--- config.mk ---
export PLATFORM = sky130hd
export DESIGN_NAME = sub32_operand_sequencer
export DESIGN_NICKNAME = d
export VERILOG_FILES = /design/src/rtl/sub32_pkg.sv /design/src/rtl/sub32_operand_sequencer.sv
export SDC_FILE = /design/constraint.sdc
export NUM_CORES = 1
export LEC_CHECK = 0
export CAP_MARGIN = 40
export CORE_ASPECT_RATIO = 1.2
export CORE_UTILIZATION = 41
export DETAILED_ROUTE_END_ITERATION = 8
export GPL_ROUTABILITY_DRIVEN = 1
export PLACE_DENSITY = 0.77
export SLEW_MARGIN = 20
export SYNTH_ARGS = -nofsm -noshare
export SYNTH_HDL_FRONTEND = slang
export SYNTH_SLANG_ARGS = --single-unit
--- constraint.sdc ---
create_clock -name clk -period 1.8 [get_ports clk]
set_clock_uncertainty 0.1 [all_clocks]
set_input_delay 0.54 -clock clk [delete_from_list [all_inputs] [get_ports clk]]
set_output_delay 0.54 -clock clk [all_outputs]
set_load 0.01 [all_outputs]
--- src/rtl/sub32_pkg.sv ---
// Shared constants and state encoding for the 32-bit subtract operand sequencer.
package sub32_pkg;

    localparam int DATA_W = 32;
    localparam int BYTE_W = 8;
    localparam int NBYTES = DATA_W / BYTE_W;

    typedef enum logic [1:0] {
        LOAD_A = 2'd0,
        LOAD_B = 2'd1,
        EXEC   = 2'd2,
        DONE   = 2'd3
    } state_t;

endpackage

--- src/rtl/sub32_operand_sequencer.sv ---
// Byte-stream operand assembler and result collector for binary_subtractor_32_bit.
// Loads A then B LSB-first, holds them on a_out/b_out, captures s/cout after one
// settle cycle and presents the registered difference and flags on a valid/ready port.
module sub32_operand_sequencer
    import sub32_pkg::*;
#(
    parameter int DATA_W = sub32_pkg::DATA_W,
    parameter int BYTE_W = sub32_pkg::BYTE_W
) (
    input  logic              clk,
    input  logic              rst_n,
    input  logic              clr,
    input  logic              in_valid,
    output logic              in_ready,
    input  logic [BYTE_W-1:0] in_byte,
    output logic [DATA_W-1:0] a_out,
    output logic [DATA_W-1:0] b_out,
    output logic              cin_out,
    input  logic [DATA_W-1:0] s_in,
    input  logic              cout_in,
    output logic              res_valid,
    input  logic              res_ready,
    output logic [DATA_W-1:0] res_data,
    output logic              res_borrow,
    output logic              res_zero,
    output logic              res_neg,
    output logic              res_ovf
);

    localparam int NB    = DATA_W / BYTE_W;
    localparam int CNT_W = (NB > 1) ? $clog2(NB) : 1;

    state_t              r_state;
    logic [CNT_W-1:0]    r_cnt;
    logic [DATA_W-1:0]   r_a;
    logic [DATA_W-1:0]   r_b;
    logic                r_res_valid;
    logic [DATA_W-1:0]   r_res_data;
    logic                r_res_borrow;
    logic                r_res_zero;
    logic                r_res_neg;
    logic                r_res_ovf;

    logic                w_take;
    logic                w_last;

    assign in_ready = (r_state == LOAD_A) || (r_state == LOAD_B);
    assign w_take   = in_valid && in_ready;
    assign w_last   = (r_cnt == CNT_W'(NB - 1));

    // Sequencer FSM: operand byte loading, result capture and result handshake.
    always_ff @(posedge clk or negedge rst_n) begin
        if (!rst_n) begin
            r_state      <= LOAD_A;
            r_cnt        <= '0;
            r_a          <= '0;
            r_b          <= '0;
            r_res_valid  <= 1'b0;
            r_res_data   <= '0;
            r_res_borrow <= 1'b0;
            r_res_zero   <= 1'b0;
            r_res_neg    <= 1'b0;
            r_res_ovf    <= 1'b0;
        end else if (clr) begin
            // Abort: operands are kept on a_out/b_out, any pending result is dropped.
            r_state     <= LOAD_A;
            r_cnt       <= '0;
            r_res_valid <= 1'b0;
        end else begin
            case (r_state)
                LOAD_A: begin
                    if (w_take) begin
                        r_a[r_cnt*BYTE_W +: BYTE_W] <= in_byte;
                        r_cnt <= w_last ? '0 : r_cnt + 1'b1;
                        if (w_last) r_state <= LOAD_B;
                    end
                end
                LOAD_B: begin
                    if (w_take) begin
                        r_b[r_cnt*BYTE_W +: BYTE_W] <= in_byte;
                        r_cnt <= w_last ? '0 : r_cnt + 1'b1;
                        if (w_last) r_state <= EXEC;
                    end
                end
                EXEC: begin
                    // Subtractor has had a full cycle to settle on the held operands.
                    r_res_data   <= s_in;
                    r_res_borrow <= ~cout_in;
                    r_res_zero   <= (s_in == '0);
                    r_res_neg    <= s_in[DATA_W-1];
                    r_res_ovf    <= (r_a[DATA_W-1] != r_b[DATA_W-1]) &&
                                    (s_in[DATA_W-1] != r_a[DATA_W-1]);
                    r_res_valid  <= 1'b1;
                    r_state      <= DONE;
                end
                DONE: begin
                    if (res_ready) begin
                        r_res_valid <= 1'b0;
                        r_state     <= LOAD_A;
                    end
                end
                default: r_state <= LOAD_A;
            endcase
        end
    end

    assign a_out      = r_a;
    assign b_out      = r_b;
    assign cin_out    = 1'b1;
    assign res_valid  = r_res_valid;
    assign res_data   = r_res_data;
    assign res_borrow = r_res_borrow;
    assign res_zero   = r_res_zero;
    assign res_neg    = r_res_neg;
    assign res_ovf    = r_res_ovf;

endmodule
# Yosys cells after proc, flatten, opt, wreduce, memory -nomap -nowiden
# Index checks and enable logic that the tools add are counted.
# W data, S select, Z words.
totals:
  register_bits: 105
  input_bits: 46
  word_cells: 58
op_classes:
  add_sub_neg: 2
  n_eq_ne: 11
  shifts: 2
  mux: 16
  n_bitwise: 2
  reduce_logical: 15
op_table:
  columns: ["cell", "n"]
  rows:
  - ["$bwmux W32", 2]
  - ["$neg A5 Y34", 1]
  - ["$shift A8 B34 Y32 const A", 1]
  - ["$shiftx A8 B34 Y32", 1]
  - ["$logic_not A32 Y1", 1]
  - ["$mux W2", 10]
  - ["$ne A3 B3 Y1 const B", 5]
  - ["$pmux W2 S4", 1]
  - ["$eq A2 B2 Y1 const B", 3]
  - ["$reduce_and A2 Y1", 3]
  - ["$reduce_and A3 Y1", 2]
  - ["$reduce_and A5 Y1", 1]
  - ["$reduce_bool A2 Y1", 2]
  - ["$reduce_bool A3 Y1", 1]
  - ["$add A2 B1 Y2 const B", 1]
  - ["$eq A2 B1 Y1 const B", 1]
  - ["$logic_and A1 B1 Y1", 2]
  - ["$logic_not A2 Y1", 1]
  - ["$mux W1", 2]
  - ["$ne A1 B1 Y1", 2]
  - ["$not A1 Y1", 2]
  - ["$pmux W1 S2", 1]
  - ["$reduce_or A2 Y1", 1]
  - ["$logic_or A1 B1 Y1", 1]

# Logic depth before layout (Yosys ltp)
# Gate-level depths: netlist of the first run.
depth:
  word_depth: 6
  ltp_mapped: 7
  mapped_depth_nobuf: 5

# Least setup slack after synthesis of the first run
# OpenSTA, ideal clock, no wires.
synth_timing:
  path_type: "flip-flop to flip-flop"
  startpoint: "register r_cnt[0]"
  endpoint: "register r_a[0] (netlist: a_out[0])"
  arrival_time_ps: 1637
  required_ps: 1635
  slack_ps: -2
  stages_incl_launch_ff: 6
  period_less_slack_ps: 1802
  cell_sequence: "dfrtp_1 inv_1 ha_1 or3b_4 nor2_8 a22o_1"
synth_between:
  elab_chain_cells: 3
  word_cells_on_any_way: 4
synth_rtl:
  columns: ["element", "line_no", "rtl"]
  rows:
  - ["from (decl)", "sub32_operand_sequencer.sv:34", "logic [CNT_W-1:0] r_cnt;"]
  - ["from (signal assigned)", "sub32_operand_sequencer.sv:74", "r_cnt <= w_last ? '0 : r_cnt + 1'b1;"]
  - ["from (signal assigned)", "sub32_operand_sequencer.sv:81", "r_cnt <= w_last ? '0 : r_cnt + 1'b1;"]
  - ["$neg A5 Y34 *", "sub32_operand_sequencer.sv:73", "r_a[r_cnt*BYTE_W +: BYTE_W] <= in_byte;"]
  - ["$shiftx A8 B34 Y32 or $shift A8 B34 Y32 (tied branches)", "sub32_operand_sequencer.sv:73", null]
  - ["$bwmux W32 *", "sub32_operand_sequencer.sv:73", null]
  - ["to (signal, indexed assignment)", "sub32_operand_sequencer.sv:73", null]
  - ["to (decl)", "sub32_operand_sequencer.sv:35", "logic [DATA_W-1:0] r_a;"]
# Mark *: on every way between the ends. The rest lies on a longest branch, timed or not.
# A chain may end at the register's enable or synchronous reset.

# Final worst setup path of the first run
layout_timing:
  startpoint: "register r_state[0]"
  endpoint: "output in_ready"
layout_between:
  elab_chain_cells: 2
  word_cells_on_any_way: 3
layout_rtl:
  columns: ["element", "line_no", "rtl"]
  rows:
  - ["from (decl)", "sub32_operand_sequencer.sv:33", "state_t r_state;"]
  - ["from (signal assigned)", "sub32_operand_sequencer.sv:54", "r_state <= LOAD_A;"]
  - ["from (signal assigned)", "sub32_operand_sequencer.sv:66", "r_state <= LOAD_A;"]
  - ["from (signal assigned)", "sub32_operand_sequencer.sv:75", "if (w_last) r_state <= LOAD_B;"]
  - ["$eq A2 B1 Y1 or $logic_not A2 Y1 (tied branches)", "sub32_operand_sequencer.sv:47", "assign in_ready = (r_state == LOAD_A) || (r_state == LOAD_B);"]
  - ["$logic_or A1 B1 Y1 *", "sub32_operand_sequencer.sv:47", null]
  - ["to (decl)", "sub32_operand_sequencer.sv:14", "output logic in_ready,"]
# Marks and branches as above.

==> results of run 1 <==
## cell type report
class,instances,share of cell area
clock buffers,10,0.0370
clock inverters,5,0.00871
inverters,4,0.00232
multi-input cells,231,0.245
flip-flops and latches,104,0.403
well taps,126,0.0244
repair buffers,192,0.280
## registers in the layout, summed over array words and instances, names as in the netlist
name        cells
res_data       32
res_valid       1
r_state         2
res_borrow      1
b_out          32
res_ovf         1
a_out          32
r_cnt           2
res_zero        1
## timing repair
item | CTS | global route
hold buffers | 0 | 0
endpoints found under the setup margin | 102 | 41
gates cloned | 0 | 6
buffers inserted | 2 | 0
gates resized for setup | 112 | 15
pin swaps | 1 | 1
## worst max-delay path by stage
| stage | endpoint | slack (ps) | depth (start not counted) |
|---|---|---|---|
| after global routing | in_ready | -170 | 4 |
| final | in_ready | -130 | 4 |
| after detailed placement | res_data[18]$_DFFE_PN0P_ | -280 | 4 |
| after global placement | res_data[20]$_DFFE_PN0P_ | -210 | 4 |
| after CTS | in_ready | -140 | 4 |
| after floorplan | a_out[0]$_DFFE_PN0P_ | 50 | 5 |
## worst max-delay path, cell delays in order (launching register included)
cell,delay [ps]
dfrtp_1,380
inv_2,60
ha_4,160
or2_4,240
buf_6,120
## layer usage
layer / vias up / track usage / part of all wire
met5: - / 0 / 0
li1: 1613 / - / -
met4: 0 / 0.0566 / 0.0095
met1: 1681 / 0.255 / 0.41
met3: 11 / 0.0567 / 0.063
met2: 138 / 0.384 / 0.52
## kinds of logic after synthesis
logic type                 count (synthesis)  share of synthesized area
buffers and inverters                     22                     0.0300
AOI/OAI and AO/OA                         72                      0.100
muxes                                     35                     0.0920
and+or+nand+nor                          113                      0.137
DFF                                      104                      0.611
adders and majority gates                  9                     0.0265
xor gates and xnor gates                   1                    0.00206
other                                      1                   0.000881
## Yosys cell counts (3+ instances only)
cell type  instances
mux2_2            33
nor4_1             8
nand4b_1           7
nor2_1             5
buf_2              9
a21oi_1            3
ha_1               9
nand2b_1           3
dfrtp_1          104
buf_4              5
nand2_1           76
a22o_1            16
inv_1              4
o21ai_0           51
## report_power, final
group / switching (mW) / total (mW) / internal [mW]
Combinational: 1.54 / 3.35 / 1.81
Clock: 0.817 / 1.93 / 1.11
Sequential: 0.332 / 3.29 / 2.96
## metrics by stage
stage | total power, mW | setup slack, ps | area, um^2
finish | 8.57 | -134 | 6460
global route | 9.05 | -166 | 6460
CTS | 8.43 | -144 | 6320
detailed placement | 6.83 | -278 | 6120
global placement | 6.69 | -212 | 6120
floorplan | 4.89 | 52.2 | 4260
==> run summary, run 1 <==
The signed area change from the synthesized netlist to the final layout was 51.8%. For this design the ratio of total power to cell area is 1330 nW/um^2. Peak supply drop: 1.02 mV. The logs give 0 for the number of max-slew violations in the final report and 1160 ps for the required time of the critical path. For the share of the core filled with cells in the final layout, the log shows 0.642. The fraction of registers with async set/reset is 1.00, and the die span in x is 95.0 um.

Once placement completed, the tool counted placed cells totaling 650. The proportion of layout cells with a drive suffix above 1 was 0.201. The global-route wire length before repair was 17.7 mm; the number of H-tree levels was 3. Die area: 10,800 um^2. The min-delay analysis places its worst path in the category in2async. At the later pin of the worst-skew pair, clock insertion delay measures 330 ps. The cell type contributing the most total cell area after synthesis was dfrtp_1. The maximum fanout along the worst path is 3. After technology mapping, the gate count stands at 357. The run gives 3,454 as the via count of the first global-routing pass.

For the aggregate global-route resource usage, the log shows 0.216. The routed layout has 3,443 vias. TritonCTS built the clock tree. Counting distinct cell types in the post-synthesis netlist gives 30. The count of fill cells added during filler insertion was 815; the detailed placer's ending HPWL was 8.26 mm. The net count after synthesis was 412. The smallest setup slack after layout is -134 ps, and the leakage power of the design is 3.22 nW. The run gives 78.5 ps as the final hold slack. The fraction of post-synthesis cell area in the top cell type by area came out at 0.611. By area the synthesized netlist is led by dfrtp_1 61%, mux2_2 8.7%, nand2_1 6.7%, o21ai_0 6.0%, a22o_1 3.3%.

In this run the tool buffered the top-level ports with 147 buffer cells. The part of the cycle the worst path needs is 1.07. The beginning of the critical path is r_state[0]$_DFFE_PN0P_.

The average vias per placed instance was 5.12. The synthesized netlist occupies a cell area of 4260 um^2. In the layout the commonest cells are 103 x dfrtp_1, 101 x dlygate4sd2_1, 76 x nand2_1. Counting the buffers created by CTS gives 9. The aggregate negative setup slack is -134 ps, and the area taken by multi-input logic gates is 1580 um^2. The library cell used most frequently in the layout, excluding fill and tap cells, is dfrtp_1. The count of warnings emitted by yosys was 0; the synthesized area divided by synthesized cell count was 11.9 um^2. The minimum setup slack among reg-to-reg paths was 110 ps. After detailed routing, the average wire length per cell comes to 17.9 um.

Yosys mapped a number of flops with a built-in enable equal to 0. Setup repair after global routing could not meet its margin everywhere. The number of cells on the worst reg-to-reg path is 7. The logs give 1290 ps for the arrival time of the worst setup path and 65 for the pin count of the biggest net entering global routing. Timing would allow up to 517 MHz. After clock tree synthesis, the clock-pin slew on the worst setup and hold paths is 70 ps. Summed over all layers, the global routing overflow is 0.

For the register area share after synthesis, the log shows 0.611. The first routing iteration left 101 violations. The run gives 0.762 as the routability congestion estimate. Type of the setup path with the least slack: reg2out.

Measured along the y axis, the die boundary spans 114 um. Final count of hold timing violations: 0. Clock tree synthesis selected as its root buffer the cell clkbuf_16. Counting along the longest clock path gives a buffer depth of 2. The run gives 149 as the number of top-level pins.

In the final design database the tool counted 597 nets. After detailed routing, the number of remaining DRC violations is 0. Row generation in the floorplan step produced 40 rows. For this run, the detailed router's first-pass iteration total came to 4. The tools report the total wirelength of the detailed-routed design as 12.0 mm. The count of inserted antenna diode cells came out at 0. For the number of violations of the max-capacitance limit, the log shows 0.

The starting density of the core is 0.423, and the flip-flop and latch count after synthesis is 104. The tools report the core area as 10,100 um^2. Startpoint class of the critical path: a flop. The setup violation total in the final timing report is 1, and the initial antenna violation count is 0. The logs give 672 for the number of standard cells in the layout, taps in and fillers out and 0 for the antenna violation net count after detailed routing. The number of clock sinks seen by CTS was 104. The flow ran to the end, but the final reports show violations.

For the finished layout, the period the worst path requires is 1930 ps. The worst setup path is captured at a primary output. The startpoint of the lowest-slack register-to-register path is r_state[1]$_DFFE_PN0P_. In the final layout, flip-flops and latches occupy 2600 um^2. The final reports fail on setup timing. The leading register cell type out of synthesis is dfrtp_1.

The worst register-to-register path ends at r_state[0]$_DFFE_PN0P_.
No activity file was read; power rests on OpenSTA's default activity.
==> run 2: changes to the inputs <==
CORE_MARGIN = 2   (was default)
RECOVER_POWER = 25   (was default)
==> run 2 against run 1 <==
The flow still finishes with violations (setup timing). Wire length is 1.1% lower. Worst hold slack gained 80 ps. Non-clock buffer count down 1. Clock-buffer cell count is 1 higher. Core utilization is 0.86 points lower. Combinational power hardly changed. Power decreased by 2.4%. Via count down 0.26%. Maximum frequency is 1.0% lower. Final cell count fell by 0.30%. Design area shrank 1.3%.
==> run summary, run 2 (synthesized netlist as in run 1, its figures left out) <==
Average vias per placed instance: 5.13. Clock tree synthesis found a total of 104 sinks. For the met2 track utilization from global routing, the log shows 0.369.

The worst-case IR drop observed on VDD is 0.934 mV. From left edge to right edge, the die measures 97.0 um. The count of input and output buffers was 147.

The die area came out at 11,200 um^2. The routed design could run at a clock period as short as 1950 ps. The number of top-level pins is 149. For this block, the initial DRC count from the detailed router was 166. The logs give 0.246 for the met1 global-route usage and 0 for the final count of hold timing violations. Highest-utilization routing layer at the global route stage: met2. After the last flow step, the layout net total stands at 596. Derived from the worst setup path, the maximum achievable clock frequency is 512 MHz.

The checks that failed: setup timing. The tools report the antenna violation net count after detailed routing as 0. The aggregate global-route resource usage is 0.206, and the count of inserted antenna diode cells is 0. For this run the aggregate overflow at the end of global routing stands at 0.

The tools report the worst setup slack before clock tree synthesis as -225 ps. Setup repair after global routing could not meet its margin everywhere. For this design the total switching power over the nets is 2.66 mW. The tools report the global routing met3 resource utilization as 0.0416. The standard-cell row count was 40; the power density over the cells was 1310 nW/um^2.

The longest clock path from root to sink contains 2 buffers. The setup violation total in the final timing report is 1, and the highest cell delay on the worst timing path is 410 ps. The tightest hold path in the finished design has a slack of 158 ps. Fill cells in the final layout number 826. Wires add up to 11.9 mm.

The core area is 10,100 um^2. The starting density of the core came out at 0.423. The internal power of the cells totals 5.70 mW. The logs give 0 for the number of max-slew violations in the final report and 7 for the first-pass iteration count of the detailed router. The critical path goes through ha_2 -> or2_4 -> buf_6. The routed length per instance came out at 17.7 um. The relative max-transition margin was 0.499. The CTS clock-pin slew for the worst setup and hold paths is 60 ps. Relative to the synthesized area, the layout overhead comes to 49.8%. The proportion of layout cells with a drive suffix above 1 was 0.197. The global-route wire length before repair came out at 17.9 mm. The die is 116 um tall. The number of buffers and inverters on the critical path is 1, and the combinational cell fraction of total power is 0.398. The maximum fanout along the worst path came out at 3.

Classification of the worst-slack hold path: in2async. The tools report the smallest setup slack after layout as -153 ps. The logs give 0.210 for the relative contribution of the clock network to total power and 1310 ps for the arrival time of the worst setup path. The fraction of power spent switching nets is 0.318.

The required time of the critical path is 1160 ps, and the actual transition at the worst max-transition pin is 751 ps. The master cell of the clock root buffer is clkbuf_16. After clock tree synthesis, the flow added hold-fix buffers numbering 0.

The part of the cycle the worst path needs was 1.09; the remaining design rule violation count was 0. The worst setup path is captured at a primary output. The startpoint class of the critical path is a flop. The kind of cell with the highest combined delay along the critical path is flip-flops. Number of violations of the max-capacitance limit: 0. The critical path's slowest cell was dfrtp_1.

The tools report the via total after detailed routing as 3,434. The library cells used most frequently in the layout, excluding fill and tap cells, are 103 x dfrtp_1, 101 x dlygate4sd2_1, 76 x nand2_1. Buffers inserted during clock tree synthesis total 9. Once detailed placement completed, the half-perimeter wirelength came to 8.55 mm. The run gives 3.16 nW as the leakage power of the design. In this run the number of H-tree levels came out at 3. The insertion delay to the later sink of the worst-skew pair was 340 ps; the pin count of the biggest net entering global routing was 38.

The critical path in this run is classified as reg2out. Most common cell after layout, fill and taps aside: dfrtp_1. The flow ran to the end, but the final reports show violations. For the proportion of power drawn by flip-flops and latches, the log shows 0.392.

The design draws 8.36 mW. Routability-driven placement finished with a final weighted congestion of 0.846. The via count of the first global-routing pass was 3,382.

The initial antenna violation count came out at 0. TritonCTS built the clock tree.
## run 2: cell count changes in the layout (fill, tap and decap cells not counted), sizes merged
cell	before	now
buf	44	39
bufinv	1	0
clkinvlp	1	2
clkinv	2	1
clkbuf	13	18
inv	5	4
## run 2: final timing paths
| check | start | to | slack, ps | depth (start not counted) |
|---|---|---|---|---|
| max | r_state[0]$_DFFE_PN0P_ | in_ready | -150 | 3 |
| min | rst_n | res_data[28]$_DFFE_PN0P_ | 160 | 1 |
| max reg2reg | r_state[0]$_DFFE_PN0P_ | res_data[18]$_DFFE_PN0P_ | 10 | 7 |
| min reg2reg | a_out[30]$_DFFE_PN0P_ | a_out[30]$_DFFE_PN0P_ | 380 | 2 |
| max in group asynchronous | rst_n | b_out[1]$_DFFE_PN0P_ | 300 | 2 |
| min in group clk | a_out[30]$_DFFE_PN0P_ | a_out[30]$_DFFE_PN0P_ | 380 | 2 |
## run 2: area by class of cell
| class | instances | area [um^2] | area share |
|---|---|---|---|
| sequential | 104 | 2600 | 0.408 |
| timing repair buffer | 191 | 1750 | 0.275 |
| multi-input combinational | 231 | 1590 | 0.249 |
| clock buffer | 11 | 243 | 0.0381 |
| tap | 126 | 158 | 0.0247 |
| clock inverter | 3 | 20.0 | 0.00314 |
| inverter | 4 | 15.0 | 0.00235 |
## run 2: what timing repair did
action	4_1_cts	5_1_grt
setup buffers	0	2
resized for setup	113	19
cloned	0	4
pin swaps	1	3
endpoints found under the setup margin	103	59
## run 2: metal layers
layer,vias to the layer above,share of wire
li1,1619,-
met1,1671,0.41
met2,128,0.52
met3,16,0.051
met4,0,0.018
met5,-,0
## run 2: through the flow
step	instances	util	area, um^2	TNS (ps)
3_3_place_gp	650	0.607	6110	-13730
4_1_cts	664	0.623	6260	-160
3_5_place_dp	650	0.607	6110	-14720
6_report	670	0.634	6380	-153
2_1_floorplan	357	-	4260	0
5_1_grt	670	0.634	6380	-560
## run 2: power groups by stage
stage	clock network (mW)	registers, mW	logic (mW)
finish	1.76	3.28	3.32
global route	1.89	3.35	3.58
detailed placement	0	3.34	3.49
floorplan	0	3.59	1.30
CTS	1.79	3.27	3.14
global placement	0	3.29	3.39
==> run 3: changes to the inputs <==
ABC_AREA = 1   (was default)
CAP_MARGIN = 25   (was 40)
CORE_UTILIZATION = 42   (was 41)
PLACE_DENSITY = 0.76   (was 0.77)
SLEW_MARGIN = 15   (was 20)
==> run 3 against run 2 <==
The flow still finishes with violations (setup timing). Worst hold slack lost 40 ps. Clock power up 13%. Register-to-register slack worse by 60 ps. Wire length rose by 7.7%. Global-route usage grew 0.38 points.
==> run summary, run 3 <==
Part of the cycle the worst path needs: 1.03. On the final layout, the worst hold slack is 119 ps. Entering global routing, the biggest net connects 46 pins. The logs give 912 for the count of fill cells added during filler insertion and 42 for the standard-cell row count. The count of nets left with antenna violations once routing finished came out at 0. The die span in x was 101 um. The routability congestion estimate was 0.853. The synthesized design spends more area on one cell type than any other, namely dfrtp_1. For the pin with the worst max-slew slack, the measured transition is 680 ps. Detailed placer's ending HPWL: 8.92 mm.

The flow ran to the end, but the final reports show violations. STA classifies the critical path startpoint as a flop. Number of violations of the max-capacitance limit: 0. The aggregate global-route resource usage is 0.209, and the remaining design rule violation count is 0. Leaving out filler cells and counting taps, the final layout contains 793.

The H-tree generated during clock tree synthesis spans 3 levels. The worst hold path belongs to the class in2async. Most frequent cell after synthesis: nand2_1. In this run, placement finished with an instance count of 764.

For the number of buffers created by CTS, the log shows 9. The adder-cell area share of the yosys netlist is 0.0239. The average vias per placed instance is 5.01. The smallest setup slack after layout was -56.4 ps; the register area share after synthesis was 0.553. The signed area change from the synthesized netlist to the final layout was 49.1%. The routed length per instance came out at 16.2 um. The global-route wire length before repair was 19.8 mm; the number of buffers between clock root and the deepest sink was 2. Main combinational cell family by area after synthesis: simple AND/OR/NAND/NOR gates. Leaving out fill and tap cells, the most frequent cell in the layout is nand2_1. After the first detailed-routing iteration, the DRC count stood at 142. The XOR/XNOR share of the synthesized area works out to 0.

CTS placed an instance of clkbuf_16 at the clock tree root. The worst setup path is captured at a primary output. The sum of internal, switching and leakage power was 8.63 mW; the initial antenna violation count was 0.

The tools report the number of library cell types mapped by synthesis as 22. The final instance area was 7010 um^2; the via count of the first global-routing pass was 4,052. The tools report the final count of hold timing violations as 0. Setup repair after global routing could not meet its margin everywhere.

The run gives 0.547 as the relative max-transition margin. The insertion delay to the later sink of the worst-skew pair came out at 350 ps. The checks that failed: setup timing. The worst setup slack before clock tree synthesis is -269 ps. The multiplexer share of the synthesized area is 0. The signal on the critical path passes through ha_2 -> inv_2 -> nand2_4 -> buf_6. Sorting the synthesized cells by area gives the leading types as dfrtp_1 55%, nand2_1 14%, o21ai_2 12%, inv_1 2.8%, o21ai_0 2.7%.

After technology mapping, the gate count stands at 485. The proportion of layout cells with a drive suffix above 1 is 0.292. The simple logic cell fraction of the synthesized area is 0.214, and the via total after detailed routing is 3,973. The share of the core filled with cells in the final layout was 0.639. Derived from the worst setup path, the maximum achievable clock frequency is 539 MHz. The fraction of post-synthesis cell area in the top cell type by area works out to 0.553. Clock-pin slew was measured on the worst setup and hold paths at 70 ps.

After synthesis, the mean cell area works out to 9.70 um^2. In this run the vertical extent of the chip is 120 um. The starting density of the core came out at 0.428. During I/O placement, the number of pins put on the boundary was 149. The maximum fanout along the worst path was 3; the power density over the cells was 1230 nW/um^2.

In this run the static leakage power is 3.59 nW. The count of buffers added on input and output ports is 147. Across the VDD grid, the largest voltage drop is 0.777 mV. The count of inserted antenna diode cells is 0, and the setup violation total in the final timing report is 33.

For this run, the number of Yosys warnings is 0. At the worst endpoint, the arrival time is 1220 ps. The library cells used most frequently in the layout, excluding fill and tap cells, are 124 x nand2_1, 103 x dfrtp_1, 101 x dlygate4sd2_1. Counting instances in the post-synthesis netlist gives the leading cell types as 173 x nand2_1, 104 x dfrtp_1, 64 x o21ai_2. After synthesis the netlist holds a flip-flop and latch count of 104. The type of the setup path with the least slack was reg2out. The fraction of registers with async set/reset was 1.00. The number of enable-type register cells in the synthesized netlist came out at 0. The leading register cell type out of synthesis was dfrtp_1. The number of max-slew violations in the final report was 0.

For this design, the slowest cell found on the critical path is dfrtp_1. The run gives 540 as the net count after synthesis. At the worst endpoint, the required time is 1160 ps. Core area: 11,000 um^2. The leftover overflow at the end of global routing is 0, and the shortest period the worst path allows is 1860 ps. Summing all placed instances gives a cell area of 6370 um^2. Summed over all layers, the routed wires come to 12.8 mm. In the final timing run, aggregate negative setup slack is -838 ps. The highest cell delay on the worst timing path is 410 ps, and the number of clock sinks seen by CTS is 104. The first detailed-routing pass ran for 4 iterations. The share of the synthesized area in compound gates (AO/OA/AOI/OAI) was 0.148; the area taken by multi-input logic gates was 2220 um^2. The floorplan step defined a die boundary enclosing 12,100 um^2.

The run gives 2600 um^2 as the total area of sequential cells. The synthesized netlist occupies a cell area of 4700 um^2. The final layout contains 711 nets. TritonCTS built the clock tree.
[run 3: path summary, 6_finish.rpt]
| path | startpoint | endpoint | slack, ps | depth (start not counted) |
|---|---|---|---|---|
| setup reg to reg | r_state[0]$_DFFE_PN0P_ | b_out[28]$_DFFE_PN0P_ | -50 | 11 |
| max in group asynchronous | rst_n | a_out[18]$_DFFE_PN0P_ | 350 | 2 |
| min in group clk | res_data[20]$_DFFE_PN0P_ | res_data[20]$_DFFE_PN0P_ | 380 | 2 |
| hold reg to reg | res_data[20]$_DFFE_PN0P_ | res_data[20]$_DFFE_PN0P_ | 380 | 2 |
| hold / removal | rst_n | res_data[31]$_DFFE_PN0P_ | 120 | 1 |
| setup / recovery | r_state[0]$_DFFE_PN0P_ | in_ready | -60 | 4 |
[run 3: logic make-up after synthesis]
group	after synthesis
adders and majority gates	9
other	1
and+or+nand+nor	224
buffers and inverters	56
AOI/OAI and AO/OA	91
DFF	104
[run 3: where the power goes]
group / total, mW / switching (mW) / internal, mW
logic: 3.39 / 1.97 / 1.42
registers: 3.25 / 0.352 / 2.90
clock network: 1.99 / 0.895 / 1.09
[run 3: layer usage]
| metal | track usage | part of all wire | up-vias |
|---|---|---|---|
| li1 | - | - | 1895 |
| met1 | 0.249 | 0.40 | 1881 |
| met2 | 0.348 | 0.50 | 169 |
| met3 | 0.0536 | 0.072 | 28 |
| met4 | 0.105 | 0.026 | 0 |
| met5 | 0 | 0 | - |
[run 3: timing repair]
item,CTS,global route
setup endpoints to repair,105,65
setup buffers,2,5
hold buffers,0,0
cloned,1,5
pin swaps,3,5
resized for setup,121,78
[run 3: layout make-up]
class | instances | area share
Sequential cell | 104 | 0.371
Multi-Input combinational cell | 331 | 0.316
Inverter | 38 | 0.0203
Clock inverter | 7 | 0.0111
Tap cell | 132 | 0.0236
Clock buffer | 9 | 0.0321
Timing Repair Buffer | 172 | 0.226
[run 3: critical path, delay by kind of cell (launching register included)]
kind / cells / cell delay (ps)
flops: 1 / 410
fa+ha+maj: 1 / 200
buf+inv: 2 / 190
simple gates: 1 / 50
